File: config.mk
export PLATFORM = sky130hd
export DESIGN_NAME = rvv_backend_retire_vd_merge
export DESIGN_NICKNAME = d
export VERILOG_FILES = /design/src/rtl/rvv_backend_retire_vd_merge_pkg.sv /design/src/rtl/rvv_backend_retire_byte_merge.sv /design/src/rtl/rvv_backend_retire_vd_merge.sv
export SDC_FILE = /design/constraint.sdc
export NUM_CORES = 1
export LEC_CHECK = 0
export CAP_MARGIN = 20
export CELL_PAD_IN_SITES_DETAIL_PLACEMENT = 0
export CELL_PAD_IN_SITES_GLOBAL_PLACEMENT = 1
export CORE_UTILIZATION = 36
export DETAILED_ROUTE_END_ITERATION = 8
export PLACE_DENSITY_LB_ADDON = 0.1
export SYNTH_ARGS = -nofsm -noshare
export SYNTH_HDL_FRONTEND = slang
export SYNTH_SLANG_ARGS = --single-unit
export TNS_END_PERCENT = 50
File: constraint.sdc
create_clock -name clk -period 2.7 [get_ports clk]
set_input_delay 0.54 -clock clk [delete_from_list [all_inputs] [get_ports clk]]
set_output_delay 0.54 -clock clk [all_outputs]
set_load 0.02 [all_outputs]
File: src/rtl/rvv_backend_retire_vd_merge_pkg.sv
// Shared types for the retire-side vd merge: per-byte operand types, merge FSM states
// and the byte classification rule used when a uop is accepted.
`ifndef VLEN
`define VLEN 128
`endif
`ifndef VLENB
`define VLENB (`VLEN/8)
`endif

package rvv_backend_retire_vd_merge_pkg;

    localparam int VLEN  = `VLEN;
    localparam int VLENB = `VLENB;

    typedef enum logic [1:0] {
        BODY_ACTIVE   = 2'd0,
        BODY_INACTIVE = 2'd1,
        TAIL          = 2'd2,
        NOT_CHANGE    = 2'd3
    } BYTE_TYPE_t;

    typedef enum logic [1:0] {
        IDLE     = 2'd0,
        RD_OLD   = 2'd1,
        WAIT_OLD = 2'd2,
        WRITE    = 2'd3
    } RETIRE_MERGE_STATE_e;

    typedef enum logic [1:0] {
        CLS_NEW  = 2'd0,
        CLS_AGN  = 2'd1,
        CLS_KEEP = 2'd2
    } byte_class_e;

    // Without the all-ones policy an agnostic byte must be preserved, so it needs the old value.
    function automatic byte_class_e classify_byte(input logic [1:0] byte_type,
                                                  input logic       vta,
                                                  input logic       vma,
                                                  input logic       agnostic_ones);
        byte_class_e cls;
        case (BYTE_TYPE_t'(byte_type))
            BODY_ACTIVE:   cls = CLS_NEW;
            BODY_INACTIVE: cls = vma ? CLS_AGN : CLS_KEEP;
            TAIL:          cls = vta ? CLS_AGN : CLS_KEEP;
            default:       cls = CLS_KEEP;
        endcase
        if (cls == CLS_AGN && !agnostic_ones) begin
            cls = CLS_KEEP;
        end
        return cls;
    endfunction

endpackage

File: src/rtl/rvv_backend_retire_byte_merge.sv
// Combinational per-byte classification and merge of new result, agnostic fill and old vd.
module rvv_backend_retire_byte_merge
    import rvv_backend_retire_vd_merge_pkg::*;
#(
    parameter logic AGNOSTIC_ONES = 1'b1
)
(
    input  logic [2*VLENB-1:0] byte_type,
    input  logic               vta,
    input  logic               vma,
    input  logic [VLEN-1:0]    new_data,
    input  logic [VLEN-1:0]    old_data,
    output logic               need_old,
    output logic               all_keep,
    output logic [VLEN-1:0]    merged_data
);

    always_comb begin
        need_old    = 1'b0;
        all_keep    = 1'b1;
        merged_data = '0;
        for (int i = 0; i < VLENB; i++) begin
            case (classify_byte(byte_type[2*i +: 2], vta, vma, AGNOSTIC_ONES))
                CLS_NEW: begin
                    merged_data[8*i +: 8] = new_data[8*i +: 8];
                    all_keep              = 1'b0;
                end
                CLS_AGN: begin
                    merged_data[8*i +: 8] = 8'hFF;
                    all_keep              = 1'b0;
                end
                default: begin
                    merged_data[8*i +: 8] = old_data[8*i +: 8];
                    need_old              = 1'b1;
                end
            endcase
        end
    end

endmodule

File: src/rtl/rvv_backend_retire_vd_merge.sv
// Retire-side vd writer: turns one retiring uop plus its byte types into a full-register
// VRF write, reading the old vd first whenever some byte must stay undisturbed.
//
// state    | meaning
// IDLE     | ready for a uop; an all-keep uop is dropped here
// RD_OLD   | old vd read request issued this cycle
// WAIT_OLD | old vd returned; merged data registered
// WRITE    | full-register write held until vrf_wr_ready
module rvv_backend_retire_vd_merge
    import rvv_backend_retire_vd_merge_pkg::*;
#(
    parameter logic AGNOSTIC_ONES = 1'b1
)
(
    input  logic               clk,
    input  logic               rst_n,
    input  logic               rob_valid,
    output logic               rob_ready,
    input  logic [4:0]         rob_vd_index,
    input  logic [VLEN-1:0]    rob_vd_data,
    input  logic [2*VLENB-1:0] rob_vd_byte_type,
    input  logic               rob_vta,
    input  logic               rob_vma,
    input  logic               rob_trap_flush,
    output logic               vrf_rd_req,
    output logic [4:0]         vrf_rd_addr,
    input  logic [VLEN-1:0]    vrf_rd_data,
    output logic               vrf_wr_valid,
    input  logic               vrf_wr_ready,
    output logic [4:0]         vrf_wr_addr,
    output logic [VLEN-1:0]    vrf_wr_data,
    output logic               busy
);

    RETIRE_MERGE_STATE_e state_q, state_d;

    logic [4:0]         hold_vd_q;
    logic [VLEN-1:0]    hold_data_q;
    logic [2*VLENB-1:0] hold_type_q;
    logic               hold_vta_q;
    logic               hold_vma_q;
    logic [VLEN-1:0]    wr_data_q;

    logic               in_idle;
    logic               accept;
    logic [2*VLENB-1:0] bm_type;
    logic               bm_vta;
    logic               bm_vma;
    logic [VLEN-1:0]    bm_new;
    logic               need_old;
    logic               all_keep;
    logic [VLEN-1:0]    merged_data;

    assign in_idle = (state_q == IDLE);
    assign accept  = in_idle && rob_valid && !rob_trap_flush;

    // One merge instance: fed live from the ROB while idle, from the holding register afterwards.
    assign bm_type = in_idle ? rob_vd_byte_type : hold_type_q;
    assign bm_vta  = in_idle ? rob_vta          : hold_vta_q;
    assign bm_vma  = in_idle ? rob_vma          : hold_vma_q;
    assign bm_new  = in_idle ? rob_vd_data      : hold_data_q;

    rvv_backend_retire_byte_merge #(
        .AGNOSTIC_ONES (AGNOSTIC_ONES)
    ) u_byte_merge (
        .byte_type   (bm_type),
        .vta         (bm_vta),
        .vma         (bm_vma),
        .new_data    (bm_new),
        .old_data    (vrf_rd_data),
        .need_old    (need_old),
        .all_keep    (all_keep),
        .merged_data (merged_data)
    );

    always_comb begin
        state_d = state_q;
        case (state_q)
            IDLE: begin
                if (accept) begin
                    if (all_keep) begin
                        state_d = IDLE;
                    end else if (need_old) begin
                        state_d = RD_OLD;
                    end else begin
                        state_d = WRITE;
                    end
                end
            end
            RD_OLD:   state_d = rob_trap_flush ? IDLE : WAIT_OLD;
            WAIT_OLD: state_d = rob_trap_flush ? IDLE : WRITE;
            WRITE: begin
                if (vrf_wr_ready) begin
                    state_d = IDLE;
                end
            end
            default:  state_d = IDLE;
        endcase
    end

    always_ff @(posedge clk or negedge rst_n) begin
        if (!rst_n) begin
            state_q     <= IDLE;
            hold_vd_q   <= '0;
            hold_data_q <= '0;
            hold_type_q <= '0;
            hold_vta_q  <= 1'b0;
            hold_vma_q  <= 1'b0;
            wr_data_q   <= '0;
        end else begin
            state_q <= state_d;
            if (accept) begin
                hold_vd_q   <= rob_vd_index;
                hold_data_q <= rob_vd_data;
                hold_type_q <= rob_vd_byte_type;
                hold_vta_q  <= rob_vta;
                hold_vma_q  <= rob_vma;
                // Final for no-read uops; overwritten in WAIT_OLD when the old vd is needed.
                wr_data_q   <= merged_data;
            end
            if (state_q == WAIT_OLD) begin
                wr_data_q <= merged_data;
            end
        end
    end

    assign rob_ready    = in_idle && !rob_trap_flush;
    assign vrf_rd_req   = (state_q == RD_OLD);
    assign vrf_rd_addr  = hold_vd_q;
    assign vrf_wr_valid = (state_q == WRITE);
    assign vrf_wr_addr  = hold_vd_q;
    assign vrf_wr_data  = wr_data_q;
    assign busy         = !in_idle;

endmodule

Word-level counts from Yosys, hierarchy flattened
Cells that the tools add are included.
W data, S select, Z words.
{ "totals": {"output_inout_bits": 142, "inputBits": 300, "mem_bits_rw": 0, "reg_bits": 297, "wordCells": 194, "n_memories": 0, "latch_bits": 0, "mem_bits_ro": 0} }
{ "op_classes": {"eq_ne": 53, "bitwise": 0, "n_mul": 0, "n_reduce_logical": 56, "mux": 78, "n_addsub": 0, "order_cmp": 0, "shifts": 0, "div_mod_pow": 0} }
{ "ops": {"columns": ["operator", "n"], "rows": [
  ["$mux W128", 3],
  ["$pmux W8 S2", 16],
  ["$pmux W2 S3", 16],
  ["$eq A2 B1 Y1 const B", 33],
  ["$logic_not A2 Y1", 33],
  ["$eq A2 B2 Y1 const B", 18],
  ["$mux W1", 33],
  ["$mux W32", 1],
  ["$reduce_or A2 Y1", 16],
  ["$mux W2", 8],
  ["$pmux W2 S4", 1],
  ["$ne A2 B1 Y1 const B", 2],
  ["$logic_and A1 B1 Y1", 3],
  ["$logic_not A1 Y1", 2],
  ["$reduce_and A2 Y1", 1],
  ["$reduce_bool A2 Y1", 1]
]} }

Depth between registers and ports, before layout
Gate-level depths: netlist (run 1).
{ "logic_depth": {"depth_word": 26, "mapped_depth": 11, "depth_no_buf": 7} }

Hierarchy
A second synthesis (run 1) with hierarchy kept.
{ "hier_totals": {"hier_cells": 1408, "hier_area_um2": 14993.1} }
{ "modules_own_cells": {"columns": ["mod", "seq_area_each_um2", "area_each_um2", "n_inst", "cells_per_inst"], "rows": [
  ["rvv_backend_retire_vd_merge", 7432.1, 13081.3, 1, 1166],
  ["rvv_backend_retire_byte_merge", 0.0, 1911.8, 1, 242]
]} }

Worst setup path after synthesis (run 1)
OpenSTA, ideal clock, no wires.
{ "synth_timing": {"kind": "register -> output", "from": "register state_q[1]", "to": "output rob_ready", "setup_slack_ns": 0.423, "t_required_ns": 2.160, "n_path_buf": 5, "arrival_time_ns": 1.737, "path_stages_with_launch": 9, "path_cell_list": "dfrtp_1 -> buf_6 -> nor2_8 -> inv_4 -> buf_6 -> buf_6 -> buf_2 -> buf_1 -> nor2_1"} }
{ "synth_via": {"elab_chain_cells": 2} }
{ "synth_lines": {"columns": ["element", "line", "rtl"], "rows": [
  ["start, declared", "rvv_backend_retire_vd_merge.sv:35", "RETIRE_MERGE_STATE_e state_q, state_d;"],
  ["start signal, assigned", "rvv_backend_retire_vd_merge.sv:111", "state_q <= state_d;"],
  ["$logic_not A2 Y1", "rvv_backend_retire_vd_merge.sv:54", "assign in_idle = (state_q == IDLE);"],
  ["$logic_and A1 B1 Y1", "rvv_backend_retire_vd_merge.sv:127", "assign rob_ready = in_idle && !rob_trap_flush;"],
  ["end, declared", "rvv_backend_retire_vd_merge.sv:18", "output logic rob_ready,"]
]} }
Every way passes these cells.

Worst setup path in the final report (run 1)
{ "layout_timing": {"from": "register state_q[0]", "to": "register wr_data_q[105] (netlist: vrf_wr_data[105])"} }
{ "layout_via": {"elab_chain_cells": 8, "word_cells_on_any_way": 20, "classes_between": "eq/ne: 4; mux: 10; reduce/logical: 6"} }
{ "layout_lines": {"columns": ["element", "line", "rtl"], "rows": [
  ["$logic_not A2 Y1", "rvv_backend_retire_vd_merge.sv:54", null],
  ["$mux W32 (tied with other cells)", "rvv_backend_retire_vd_merge.sv:58", "assign bm_type = in_idle ? rob_vd_byte_type : hold_type_q;"],
  ["$eq A2 B2 Y1 (tied with other cells)", "rvv_backend_retire_vd_merge_pkg.sv:41", "case (BYTE_TYPE_t'(byte_type))"],
  ["$pmux W2 S3", "rvv_backend_retire_vd_merge_pkg.sv:41", null],
  ["$eq A2 B1 Y1 / $logic_not A2 Y1 (equally long branches)", null, null],
  ["$pmux W8 S2", "rvv_backend_retire_byte_merge.sv:23", "case (classify_byte(byte_type[2*i +: 2], vta, vma, AGNOSTIC_ONES))"],
  ["$mux W128", "rvv_backend_retire_vd_merge.sv:112", "if (accept) begin"],
  ["$mux W128", "rvv_backend_retire_vd_merge.sv:121", "if (state_q == WAIT_OLD) begin"],
  ["end signal, assigned", "rvv_backend_retire_vd_merge.sv:119", "wr_data_q <= merged_data;"],
  ["end signal, assigned", "rvv_backend_retire_vd_merge.sv:122", "wr_data_q <= merged_data;"],
  ["end, declared", "rvv_backend_retire_vd_merge.sv:42", "logic [VLEN-1:0] wr_data_q;"]
]} }
Parallel ways exist; a longest one is shown, timed or not. The select of a mux whose other input is x is not followed.
A chain may end at the register's enable or synchronous reset.

==> results of run 1 <==
==> synthesized netlist by cell type (all sizes together) (3+ instances only) <==
cell and instances:
or2b 3, nand4 3, nor4 5, mux2i 8, o21ai 194, buf 64, a22o 4, nand2b 9
nand2 311, nor2b 4, a211oi 3, a22oi 10, or3 11, inv 5, o22a 14, o311ai 4
a221oi 3, o22ai 10, a21oi 57, clkbuf 30, nor2 99, o32a 15, nor3 11, nor3b 3
and2 16, nand3 86, mux2 183, o31ai 12, dfrtp 297
==> flip-flops by register name (all words and copies together), names as in the netlist <==
| register | flops |
|---|---|
| vrf_wr_data | 128 |
| hold_type_q | 32 |
| hold_data_q | 128 |
| vrf_rd_addr | 5 |
| hold_vma_q | 1 |
| state_q | 2 |
| hold_vta_q | 1 |
==> tightest hold or removal path: cells and delay by family, from the launching register on <==
family             cells  cell delay [ns]
AOI/OAI and AO/OA      1             0.06
DFF                    1             0.34
and+or+nand+nor        1             0.04
==> area by class of cell <==
type | instances | area [um2] | area share [%]
clock inverter | 9 | 123 | 0.572
sequential | 297 | 7430 | 34.7
timing repair buffer | 511 | 5090 | 23.8
antenna | 5 | 12.5 | 0.0584
multi-input combinational | 1113 | 6890 | 32.2
tap | 532 | 666 | 3.11
clock buffer | 59 | 1170 | 5.48
inverter | 7 | 31.3 | 0.146
==> metrics by stage <==
step	worst slack (ns)	cell area, um2	instances	utilization, %
after floorplan	0.423	14900	1511	-
after global placement	0.102	20100	2458	49.3
after detailed placement	0.0651	20100	2458	49.3
after CTS	0.0186	21400	2528	52.5
after global routing	0.00469	21400	2531	52.6
final	0.0989	21400	2533	52.6
==> logic make-up after synthesis <==
group	count (synthesis)	share of synthesized area, %
simple gates	571	16.7
compound gates	351	15.0
flops	297	50.0
mux	191	14.6
buf+inv	101	3.76
==> per-layer routing <==
layer / track usage [%] / part of all wire, %
met5: 0 / 0.014
met4: 7.09 / 2.3
met3: 6.89 / 8.2
met2: 36.2 / 46
met1: 31.8 / 44
==> what timing repair did <==
| action | 4_1_cts | 5_1_grt |
|---|---|---|
| hold buffers | 1 | 0 |
| pin swaps | 1 | 0 |
| setup endpoints to repair | 3 | 2 |
| endpoints found under the hold margin | 40 | 0 |
| cloned | 0 | 0 |
| buffers inserted | 1 | 0 |
| resized for setup | 2 | 2 |
==> worst paths after layout <==
kind | end | cells past startpoint
worst max-delay path | vrf_wr_data[105] | 9
worst min-delay path | vrf_wr_data[24] | 2
worst max register to register | vrf_wr_data[105] | 9
worst min register to register | vrf_wr_data[24] | 2
max in group asynchronous | hold_data_q[33] | 3
min in group asynchronous | hold_data_q[16] | 2
==> power by group through the flow <==
| stage | clock (mW) | combinational (mW) | sequential, mW |
|---|---|---|---|
| after detailed placement | 0 | 10.4 | 7.71 |
| after CTS | 5.39 | 10.4 | 7.65 |
| after global routing | 5.54 | 11.3 | 7.90 |
| after global placement | 0 | 10.2 | 7.63 |
| final | 5.24 | 10.3 | 7.63 |
| after floorplan | 0 | 4.92 | 8.66 |
==> impl_metrics.csv, run 1 <==
group,metric,value,unit
outcome,status,"complete, no violations",
cts,clock-root-buffer,"clkbuf_16",
global_route,grt_pass1_vias,13000,
die,dieWidth,205,um
synth,ys_types,74,
drt,dr.pass1.iters,5,
synth,synth_area_leader_cell,"dfrtp_1",
pwr,clockPowerShare,22.6,%
sta,rsz0062_at_grt,"no",
synth,synthesis.area,14900,um2
die,coreArea,40700,um2
final_layout,layout_common_cells,"clkdlybuf4s50_1, nand2_1, dfrtp_1, mux2_2, o21ai_0",
drt,routed_wl,49900,um
final_layout,fillers,3784,
critical_path,critPathCaptureType,"register",
critical_path,critPathTopFamily,"buffers and inverters",
critical_path,worstReg2RegStart,"state_q[0]",
critical_path,crit_chain,"nor2_8 > buf_4 > buf_4 > buf_12 > mux2i_1 > a311oi_1 > a21oi_1 > nor2_2 > a21oi_1",
sta,clock_skew,0.0181,ns
pwr,p_sw_share,37.1,%
flow_run,cap_violations,0,
synth,synth-edff-count,0,
critical_path,cp_slowest_cell,"dfrtp_1",
drt,drt_iter0_drc,621,
sta,period_minus_slack,2.60,ns
synth,synth_top_area_share,50.0,%
synth,synth_seq_cells,297,
sta,relSlewSlack,41.7,%
drt,drc_errors,0,
cts,clkTransAtPathRegs,0.06,ns
final_layout,final_common_cell,"clkdlybuf4s50_1",
critical_path,r2r_slack,0.1,ns
die,die-area,42100,um2
drt,drtAntennaViolNets,0,
global_route,grt_overflow,0,
worst_hold_path,hold_path_class,"reg -> reg",
sta,hold_viol_final,0,
die,num_io_pins,442,
pwr,finalPower,23.2,mW
die,rows,74,
critical_path,startpoint_type,"register",
placed_design,dp_hpwl,35700,um
global_route,grtUsageTotal,23.5,%
drt,vias,13200,
final_layout,area_growth,44.1,%
synth,synthTopCellsByArea,"dfrtp_1, mux2_2, nand2_1",
synth,async_flop_share,100,%
critical_path,startpoint,"state_q[0]",
sta,final_max_slew_viol_count,0,
pwr,peakVddDrop,0.000553,V
drt,routed_wire_length_per_instance,19.7,um
die,start_util,36.5,%
pwr,p_seq_share,32.9,%
global_route,grt_max_degree,90,
synth,synthesis.nets,1811,
critical_path,worstPathRequired,3.09,ns
sta,worst_slew_pin_slew,0.873,ns
cts,numCtsBuffers,38,
sta,holdWs,0.473,ns
sta,setup_viol_count_final,0,
die,die_height,205,um
drt,viasPerCell,5.19,
critical_path,cp_data_arrival_time,2.99,ns
pwr,p_leak,8.73,nW
critical_path,worstPathMaxFanout,47,
sta,setup_tns,0,ns
final_layout,drive_gt1_share,17.4,%
sta,fin_crit_sh,96.3,%
synth,yosys_warnings,0,
worst_hold_path,hp-start,"vrf_wr_data[24]",
placed_design,io_buffer_count,441,
critical_path,critPathMaxStageDelay,0.45,ns
synth,synthCells,1511,
critical_path,cp_num_buf_inv,3,
synth,synthFlopType,"dfrtp_1",
pwr,p_int,14.6,mW
placed_design,gp_congestion,0.910,
final_layout,num-nets-final,2268,
synth,synth.avg_cell_area,9.84,um2
pwr,p_sw,8.59,mW
critical_path,path_class,"reg -> reg",
cts,clockBufferDepth,3,
pwr,comb_power_share,44.5,%
synth,synth-seq-area-share,50.0,%
sta,timing.fmax,384,MHz
cts,clkLatencyLatePin,0.55,ns
cts,htreeDepth,2,
cts,clock-sinks,297,
pwr,p_per_area,1080,nW/um2
global_route,antenna_found_initial,9,
global_route,grt_pass1_wl,76400,um
cts,cts_tree,"yes",
Note: power is estimated with default switching activity, not from simulation.
==> run 2, diff against run 1 <==
--- a/config.mk
+++ b/config.mk
@@ -11,6 +11,7 @@
 export CORE_UTILIZATION = 36
 export DETAILED_ROUTE_END_ITERATION = 8
 export PLACE_DENSITY_LB_ADDON = 0.1
+export SLEW_MARGIN = 20
 export SYNTH_ARGS = -nofsm -noshare
 export SYNTH_HDL_FRONTEND = slang
 export SYNTH_SLANG_ARGS = --single-unit
==> results of run 2 <==
Same layout as run 1: the final DEF is identical, and so are final timing and power.
